===== src/rtl/kp_pkg.sv =====
// Shared types and helpers for the keypad scanner.
package kp_pkg;

  // Scan sequencer states: dwell on a column, sample it, emit its events, step on.
  typedef enum logic [1:0] {
    StScan   = 2'd0,
    StSample = 2'd1,
    StEmit   = 2'd2,
    StNext   = 2'd3
  } kp_state_e;

  // Bits needed to index n items; never less than one so degenerate sizes still elaborate.
  function automatic int unsigned kp_clog2(input int unsigned n);
    return (n <= 2) ? 1 : $clog2(n);
  endfunction

  // Event words are packed as {press, code}: press in the MSB, key code below it.

endpackage


===== src/rtl/kp_event_fifo.sv =====
// Synchronous event queue; pointers carry one extra wrap bit to tell full from empty.
module kp_event_fifo
  import kp_pkg::*;
#(
  parameter int unsigned Width = 5,
  parameter int unsigned Depth = 4
) (
  input  logic             clk_i,
  input  logic             rst_i,
  input  logic             push_i,
  input  logic [Width-1:0] data_i,
  input  logic             pop_i,
  output logic [Width-1:0] data_o,
  output logic             full_o,
  output logic             empty_o
);

  localparam int unsigned AddrW = kp_clog2(Depth);

  logic [AddrW:0]   wr_ptr_q, rd_ptr_q;
  logic [Width-1:0] mem_q [Depth];
  logic             do_push, do_pop;

  assign empty_o = (wr_ptr_q == rd_ptr_q);
  assign full_o  = (wr_ptr_q[AddrW] != rd_ptr_q[AddrW]) &&
                   (wr_ptr_q[AddrW-1:0] == rd_ptr_q[AddrW-1:0]);

  // A push into a full queue is still taken when the head leaves in the same cycle.
  assign do_push = push_i && (!full_o || pop_i);
  assign do_pop  = pop_i && !empty_o;
  assign data_o  = mem_q[rd_ptr_q[AddrW-1:0]];

  // Storage and pointer update.
  always_ff @(posedge clk_i or posedge rst_i) begin
    if (rst_i) begin
      wr_ptr_q <= '0;
      rd_ptr_q <= '0;
      for (int unsigned i = 0; i < Depth; i++) mem_q[i] <= '0;
    end else begin
      if (do_push) begin
        mem_q[wr_ptr_q[AddrW-1:0]] <= data_i;
        wr_ptr_q <= wr_ptr_q + 1'b1;
      end
      if (do_pop) rd_ptr_q <= rd_ptr_q + 1'b1;
    end
  end

endmodule


===== src/rtl/keypad_scan_ctrl.sv =====
// Matrix keypad scanner: walks an active-low column, debounces every key over whole scans
// and queues press/release events for the consumer.
module keypad_scan_ctrl
  import kp_pkg::*;
#(
  parameter int unsigned ROWS       = 4,
  parameter int unsigned COLS       = 4,
  parameter int unsigned CLK_DIV    = 50000,
  parameter int unsigned DEBOUNCE   = 4,
  parameter int unsigned FIFO_DEPTH = 4,
  localparam int unsigned CodeW     = kp_clog2(ROWS * COLS)
) (
  input  logic             clk_i,
  input  logic             rst_i,
  input  logic [ROWS-1:0]  row_i,
  output logic [COLS-1:0]  col_o,
  output logic             key_valid_o,
  input  logic             key_ready_i,
  output logic [CodeW-1:0] key_code_o,
  output logic             key_press_o,
  output logic             key_down_o,
  output logic             overflow_o,
  input  logic             clr_ovf_i
);

  localparam int unsigned NumKeys = ROWS * COLS;
  localparam int unsigned CntW    = kp_clog2(CLK_DIV);
  localparam int unsigned DbW     = kp_clog2(DEBOUNCE + 1);
  localparam int unsigned ColW    = kp_clog2(COLS);
  localparam int unsigned RowW    = kp_clog2(ROWS);
  localparam logic [COLS-1:0] ColReset = ~(COLS'(1));

  kp_state_e          state_q, state_d;
  logic [ROWS-1:0]    row_meta_q, row_sync_q;
  logic [CntW-1:0]    tick_q, tick_d;
  logic [COLS-1:0]    col_q, col_d;
  logic [ColW-1:0]    col_idx_q, col_idx_d;
  logic [NumKeys-1:0] deb_q, deb_d;
  logic [ROWS-1:0]    pend_q, pend_d;
  logic [DbW-1:0]     db_cnt_q [NumKeys];
  logic [DbW-1:0]     db_cnt_d [NumKeys];
  logic               ovf_q, ovf_d;

  logic               ev_push;
  logic [CodeW-1:0]   ev_code;
  logic               ev_press;
  logic [CodeW:0]     fifo_head;
  logic               fifo_full, fifo_empty, fifo_pop, drop;

  // Two-flop synchroniser; rows idle high through the pull-ups.
  always_ff @(posedge clk_i or posedge rst_i) begin
    if (rst_i) begin
      row_meta_q <= '1;
      row_sync_q <= '1;
    end else begin
      row_meta_q <= row_i;
      row_sync_q <= row_meta_q;
    end
  end

  // Sequencer: dwell, sample + debounce the column, serialise pending keys, advance.
  always_comb begin
    int unsigned k;
    int unsigned sel;
    int unsigned col_base;
    logic        raw;
    state_d   = state_q;
    tick_d    = tick_q;
    col_d     = col_q;
    col_idx_d = col_idx_q;
    deb_d     = deb_q;
    pend_d    = pend_q;
    db_cnt_d  = db_cnt_q;
    ev_push   = 1'b0;
    ev_code   = '0;
    ev_press  = 1'b0;
    k         = 0;
    sel       = 0;
    raw       = 1'b0;
    col_base  = 32'(col_idx_q);
    unique case (state_q)
      StScan: begin
        if (tick_q == CntW'(CLK_DIV - 1)) state_d = StSample;
        else tick_d = tick_q + 1'b1;
      end
      StSample: begin
        for (int unsigned r = 0; r < ROWS; r++) begin
          k   = r * COLS + col_base;
          raw = ~row_sync_q[r];
          if (raw == deb_q[CodeW'(k)]) begin
            db_cnt_d[CodeW'(k)] = '0;
          end else if (db_cnt_q[CodeW'(k)] == DbW'(DEBOUNCE - 1)) begin
            deb_d[CodeW'(k)]    = raw;
            db_cnt_d[CodeW'(k)] = '0;
            pend_d[r]           = 1'b1;
          end else begin
            db_cnt_d[CodeW'(k)] = db_cnt_q[CodeW'(k)] + 1'b1;
          end
        end
        state_d = StEmit;
      end
      StEmit: begin
        if (pend_q == '0) begin
          state_d = StNext;
        end else begin
          // Lowest pending row goes first.
          for (int r = ROWS - 1; r >= 0; r--) if (pend_q[r]) sel = 32'(r);
          k              = sel * COLS + col_base;
          ev_push        = 1'b1;
          ev_code        = CodeW'(k);
          ev_press       = deb_q[CodeW'(k)];
          pend_d[RowW'(sel)] = 1'b0;
        end
      end
      StNext: begin
        col_d     = (col_q << 1) | (col_q >> (COLS - 1));
        col_idx_d = (col_idx_q == ColW'(COLS - 1)) ? '0 : col_idx_q + 1'b1;
        tick_d    = '0;
        state_d   = StScan;
      end
      default: state_d = StScan;
    endcase
  end

  // Scanner state registers.
  always_ff @(posedge clk_i or posedge rst_i) begin
    if (rst_i) begin
      state_q   <= StScan;
      tick_q    <= '0;
      col_q     <= ColReset;
      col_idx_q <= '0;
      deb_q     <= '0;
      pend_q    <= '0;
      for (int unsigned i = 0; i < NumKeys; i++) db_cnt_q[i] <= '0;
    end else begin
      state_q   <= state_d;
      tick_q    <= tick_d;
      col_q     <= col_d;
      col_idx_q <= col_idx_d;
      deb_q     <= deb_d;
      pend_q    <= pend_d;
      db_cnt_q  <= db_cnt_d;
    end
  end

  assign fifo_pop = ~fifo_empty & key_ready_i;
  assign drop     = ev_push & fifo_full & ~fifo_pop;

  kp_event_fifo #(
    .Width (CodeW + 1),
    .Depth (FIFO_DEPTH)
  ) u_fifo (
    .clk_i   (clk_i),
    .rst_i   (rst_i),
    .push_i  (ev_push),
    .data_i  ({ev_press, ev_code}),
    .pop_i   (fifo_pop),
    .data_o  (fifo_head),
    .full_o  (fifo_full),
    .empty_o (fifo_empty)
  );

  // Sticky overflow; a drop in the same cycle as a clear keeps it set.
  always_comb begin
    ovf_d = ovf_q;
    if (drop) ovf_d = 1'b1;
    else if (clr_ovf_i) ovf_d = 1'b0;
  end

  // Overflow flag register.
  always_ff @(posedge clk_i or posedge rst_i) begin
    if (rst_i) ovf_q <= 1'b0;
    else ovf_q <= ovf_d;
  end

  assign col_o       = col_q;
  assign key_valid_o = ~fifo_empty;
  assign key_code_o  = fifo_head[CodeW-1:0];
  assign key_press_o = fifo_head[CodeW];
  assign key_down_o  = |deb_q;
  assign overflow_o  = ovf_q;

endmodule


===== config.mk =====
export PLATFORM = sky130hd
export DESIGN_NAME = keypad_scan_ctrl
export DESIGN_NICKNAME = d
export VERILOG_FILES = /design/src/rtl/kp_pkg.sv /design/src/rtl/kp_event_fifo.sv /design/src/rtl/keypad_scan_ctrl.sv
export SDC_FILE = /design/constraint.sdc
export NUM_CORES = 1
export LEC_CHECK = 0
export BUFFER_PORTS_ARGS = -buffer_cell sky130_fd_sc_hd__buf_4
export CAP_MARGIN = 20
export CORE_AREA = 4 4 106 108
export DETAILED_ROUTE_END_ITERATION = 8
export DIE_AREA = 0 0 110 112
export MAX_ROUTING_LAYER = met4
export PLACE_DENSITY_LB_ADDON = 0.1
export SETUP_SLACK_MARGIN = 0.15
export SLEW_MARGIN = 20
export SYNTH_ARGS = -nofsm -noshare
export SYNTH_HDL_FRONTEND = slang
export SYNTH_SLANG_ARGS = --single-unit

===== constraint.sdc =====
create_clock -name clk_i -period 3.9 [get_ports clk_i]
set_input_delay 0.195 -clock clk_i [delete_from_list [all_inputs] [get_ports clk_i]]
set_output_delay 0.195 -clock clk_i [all_outputs]
set_load 0.005 [all_outputs]

### After elaboration in Yosys (flattened, before gate mapping)

Index checks and enable logic that the tools add are counted.

| storage, ports and cells | value |
|---|---|
| register bits | 127 |
| word-level logic and storage cells | 256 |
| bits of input ports | 8 |
| output and inout port bits | 12 |

| cells by class | value |
|---|---|
| bitwise gates (word level) | 26 |
| add/subtract/negate cells | 12 |
| reduce and logical (&&, ||, !) cells | 28 |
| equality and inequality tests | 28 |
| multiplexer cells | 106 |
| $lt $le $gt $ge | 22 |

Operators by type and width:

| cell | count |
|---|---|
| 48-bit 2-to-1 mux | 11 |
| 48-bit AND | 4 |
| 48-bit bitwise mux | 4 |
| 16-bit 2-to-1 mux | 12 |
| 48-bit inverter | 4 |
| 16-bit bitwise mux | 4 |
| 3-bit binary-select mux with 4-bit select | 4 |
| 3-bit demux with 4-bit select | 4 |
| 3-bit 2-to-1 mux | 12 |
| 16-bit one-hot mux with 2 select lines | 1 |
| 1-bit 2-to-1 mux | 24 |
| 2-bit != test, second input constant | 12 |
| 20-bit bitwise mux | 1 |
| 5-bit greater-or-equal comparator, second input constant | 4 |
| 4-bit by 5-bit < comparator with 1-bit output, second input constant | 4 |
| 5-bit by 1-bit < comparator with 1-bit output, second input constant | 4 |
| 3-bit by 1-bit adder with 3-bit output, second input constant | 6 |
| 2-bit 2-to-1 mux | 9 |
| 16-bit by 1-bit adder with 16-bit output, second input constant | 1 |
| 1-bit binary-select mux with 4-bit select | 4 |
| 16-bit == test, second input constant | 1 |
| 4-bit AND reduction | 4 |
| 16-bit OR reduction | 1 |
| 5-bit 2-to-1 mux | 3 |
| 40 further kinds | 84 |

### Longest topological paths before layout

| depth | value |
|---|---|
| depth in word-level cells | 21 |
| gate-level depth with buffers | 8 |
| depth with buffers taken out | 6 |

### Hierarchy

Synthesis repeated with hierarchy kept, for this count alone.

| unflattened totals | value |
|---|---|
| cells, all modules | 550 |
| area total of the unflattened synthesis | 6,545.0 um2 |

By module, submodules not included:

| module | cells each | times used | area an instance (um2) | sequential area each (um2) |
|---|---|---|---|---|
| keypad_scan_ctrl | 465 | 1 | 5,148.7 | 2,541.2 |
| kp_event_fifo | 85 | 1 | 1,396.3 | 650.6 |

### Worst setup path before layout

No wires, ideal clock.

| path | value |
|---|---|
| path kind | reg2reg |
| start point | register col_idx_q[0] |
| end point | register db_cnt_q[15] (netlist bit) |
| slack | 1.352 ns |
| setup time | 0.095 ns |
| clock period less this slack | 2.548 ns |
| arrival | 2.453 ns |
| buffers on the path | 3 |
| stages on the path, launching flop included | 9 |
| required time | 3.805 ns |
| cells stage by stage | dfrtp_1 buf_6 buf_1 mux4_2 ha_1 ha_1 nand2b_1 clkbuf_1 o31ai_1 |

| between the ends | value |
|---|---|
| longest elaborated chain between the ends | 21 |
| elaborated cells on any way between the ends | 82 |
| those cells by class | add/sub (7); order compare (8); eq/ne (8); mux (43); bitwise (12); reduce/logical (4) |

Ends and longest elaborated chain:

| element | line | text |
|---|---|---|
| from (decl) | keypad_scan_ctrl.sv:37 | `logic [ColW-1:0] col_idx_q, col_idx_d;` |
| from (signal assigned) | keypad_scan_ctrl.sv:139 | `col_idx_q <= col_idx_d;` |
| parallel branches: the longest is 20 deep, another holds 3-bit by 1-bit adder with 3-bit output | - |  |
| 48-bit 2-to-1 mux (*) | keypad_scan_ctrl.sv:90 | `if (raw == deb_q[CodeW'(k)]) begin` |
| to (signal assigned) | keypad_scan_ctrl.sv:142 | `db_cnt_q <= db_cnt_d;` |
| to (decl) | keypad_scan_ctrl.sv:40 | `logic [DbW-1:0] db_cnt_q [NumKeys];` |

Every way passes the cells marked *. The select of a mux whose other input is x is not followed.
A chain may end at the register's enable or synchronous reset.

### Worst setup path after layout

Ends and elaborated chain as after synthesis.

==> metrics.txt <==
CTS tree=yes; register area share after synthesis=approximately half; dpl cells=approximately 670; cell taking the most area after synthesis=dfrtp_1; Post-DRT Antenna Nets=0; vias in the first global route=4404; area of the multi-input gates=approximately 2900 um2; post-route insts no fill=just over 700; Setup-failing EPs final=0; Starting Density=between 60 and 70%; Synth Register Bits=~130; clock tree buffer depth=2; Syn. warnings=0; Die Y=112 um; drt first pass iters=5; Clock Latency Late Sink=just over 0.5 ns; initial antenna violation count=0; Detailed Route WL=roughly 13000 um; number of remaining DRC errors=0; synth top area cells=dfrtp_1 47%, mux2_2 6.9%, mux4_2 5.4%; Clock Sinks=approximately 130; Final nets=just under 600; max_cap viols=0; Die ar.=between 10000 and 15000 um2; Hold Crit Class=primary input to async pin; Core ar.=just over 10000 um2; root buf cell=clkbuf_8; Final Hold Fails=0; # IOs=20; Final TNS setup=0 ns; predominant post-synthesis flop cell=dfrtp_1; commonest cells after routing, fill and taps aside=116 x dfrtp_1, 67 x nand2_1, 61 x o21ai_0; Clock Skew=about 0.0078 ns; Syn Area/Cell=roughly 12 um2; routability cong.=roughly 0.8; post-route minimum period=~2.5 ns; VDD IR max=0.3791 mV; Arr. time, crit path=2.88 ns; antenna cells=0; Syn Nets=between 500 and 600; Vias/cell=roughly 6; max-slew violation count=0; post-synthesis cell type count=46; H-tree levels=4; via count=4294; global route overflow=0; CP Class=flop to flop; CTS resizes=0; clk slew on worst S/H paths=approximately 0.06 ns; Critical Path RT=approximately 4.3 ns; crit end category=flop; fraction of layout cells with a size suffix above 1=about a fifth; largest net degree at the start of global routing=80; Die Wd=around 110 um; Area Growth Syn to Fin=15.28%; register area=~3200 um2; Worst setup SP type=flop; crit path max fanout=24; max_slew headroom=about a third; Final Cycle Share=between 60% and 70%; Site Rows=37; pwr dens=~410 nW/um2; number of port buffers=19; number of buffers created by CTS=17; Syn Inst Count=529; outcome=finished clean; post-cts hold buffer count=8; commonest non-fill, non-tap cell in the layout=dfrtp_1; post-CTS setup buffers=0; Synth top area share=46.72%; Final HPWL DP=8065 um; total power=2.931 mW; Synth Cell Area=slightly above 6000 um2; GR Util All Layers=23.08%; Async S/R FF share, synth=100.0%; Post-synth EDFFs=0; fillers=about 700; initial detailed-routing violation count=~310; post-DR wirelength/cell=18.00 um; RSZ-0062 raised after global routing=no; maximum clock rate=between 400 and 500 MHz; Leak=between 3 and 4 nW; first-pass GRT wire length=about 21000 um; Slew @ Worst Pin=0.9967 ns
[path summary, 6_finish.rpt]
path | startpoint | to | slack (ns) | cells after the start
setup / recovery | col_idx_q[0] | db_cnt_q[15] | 1.42 | 6
hold / removal | rst_i | tick_q[8] | 0.20 | 3
setup reg to reg | col_idx_q[0] | db_cnt_q[15] | 1.42 | 6
hold reg to reg | row_meta_q[2] | row_sync_q[2] | 0.36 | 0
max in group asynchronous | rst_i | col_o[2] | 2.68 | 5
min in group clk_i | row_i[0] | row_meta_q[0] | 0.33 | 2
[stage by stage]
step                setup slack [ns]  hold WS (ns)  instance area (um2)  utilization [%]
finish                         1.419        0.1995                 7163            70.01
global route                   1.243        0.2179                 7163            70.01
global placement               1.532        0.3032                 6481            63.35
floorplan                     0.3389        0.1995                 6213                -
detailed placement             1.423        0.3046                 6481            63.35
CTS                            1.410        0.3057                 7136            69.74
[flip-flops by register name, indices dropped and copies added, names as in the netlist, 4 cells and up]
| name | count |
|---|---|
| col_o | 4 |
| tick_q | 16 |
| u_fifo.mem_q | 20 |
| pend_q | 4 |
| db_cnt_q | 48 |
| row_sync_q | 4 |
| deb_q | 16 |
| row_meta_q | 4 |
[per-layer routing]
metal | track usage [%] | share of wire (%) | wire (um)
met5 | - | 0 | 0
met3 | 5.217 | 3.7 | 479
met4 | 8.479 | 2.0 | 261
met1 | 29.15 | 43 | 5556
met2 | 36.41 | 51 | 6484
[worst max-delay path, stage by stage (launching register included)]
cell and delay (ns):
dfrtp_1 0.32, buf_4 0.37, mux4_2 0.62, ha_1 0.26, ha_1 0.21, nand2b_1 0.27, o31ai_1 0.32
[kinds of logic after synthesis]
kind of cell             count (synthesis)  synth area share, %
AO/OA/AOI/OAI                          109                10.53
XOR/XNOR                                18                2.658
adder cells (fa/ha/maj)                 26                5.236
buffers and inverters                   40                2.638
flip-flops                             127                51.37
multiplexers                            66                15.99
AND/OR/NAND/NOR                        143                11.58
[cell usage after synthesis, drive strengths merged, types with 2 or more instances]
master / instances
xnor2: 18
o31ai: 19
mux2i: 7
ha: 26
nand2b: 7
a31oi: 9
or3: 2
buf: 8
and3: 4
or4: 3
nor2b: 5
and2b: 4
and4: 3
o21ai: 61
nand2: 67
nor3: 2
clkbuf: 13
a211oi: 4
nor4: 5
nor4b: 3
mux2: 38
mux4: 21
dfrtp: 116
nand4: 7
nor2: 11
dfstp: 11
inv: 19
nand3: 17
a21oi: 8
[final cells by class]
type / count / area share, %
clock inverter: 7 / 1.537
multi-input combinational: 362 / 39.90
timing repair buffer: 34 / 4.122
sequential: 127 / 44.56
clock buffer: 25 / 6.480
inverter: 19 / 1.031
tap: 136 / 2.376
[power by group]
group	total, mW	internal (mW)	leakage [nW]	switching, mW
Clock	1.55	1.00	0.284	0.544
Combinational	0.0524	0.0178	1.23	0.0346
Sequential	1.33	1.33	1.72	0.00435
Total	2.93	2.35	3.24	0.583
(Power assumes the default switching activity.)
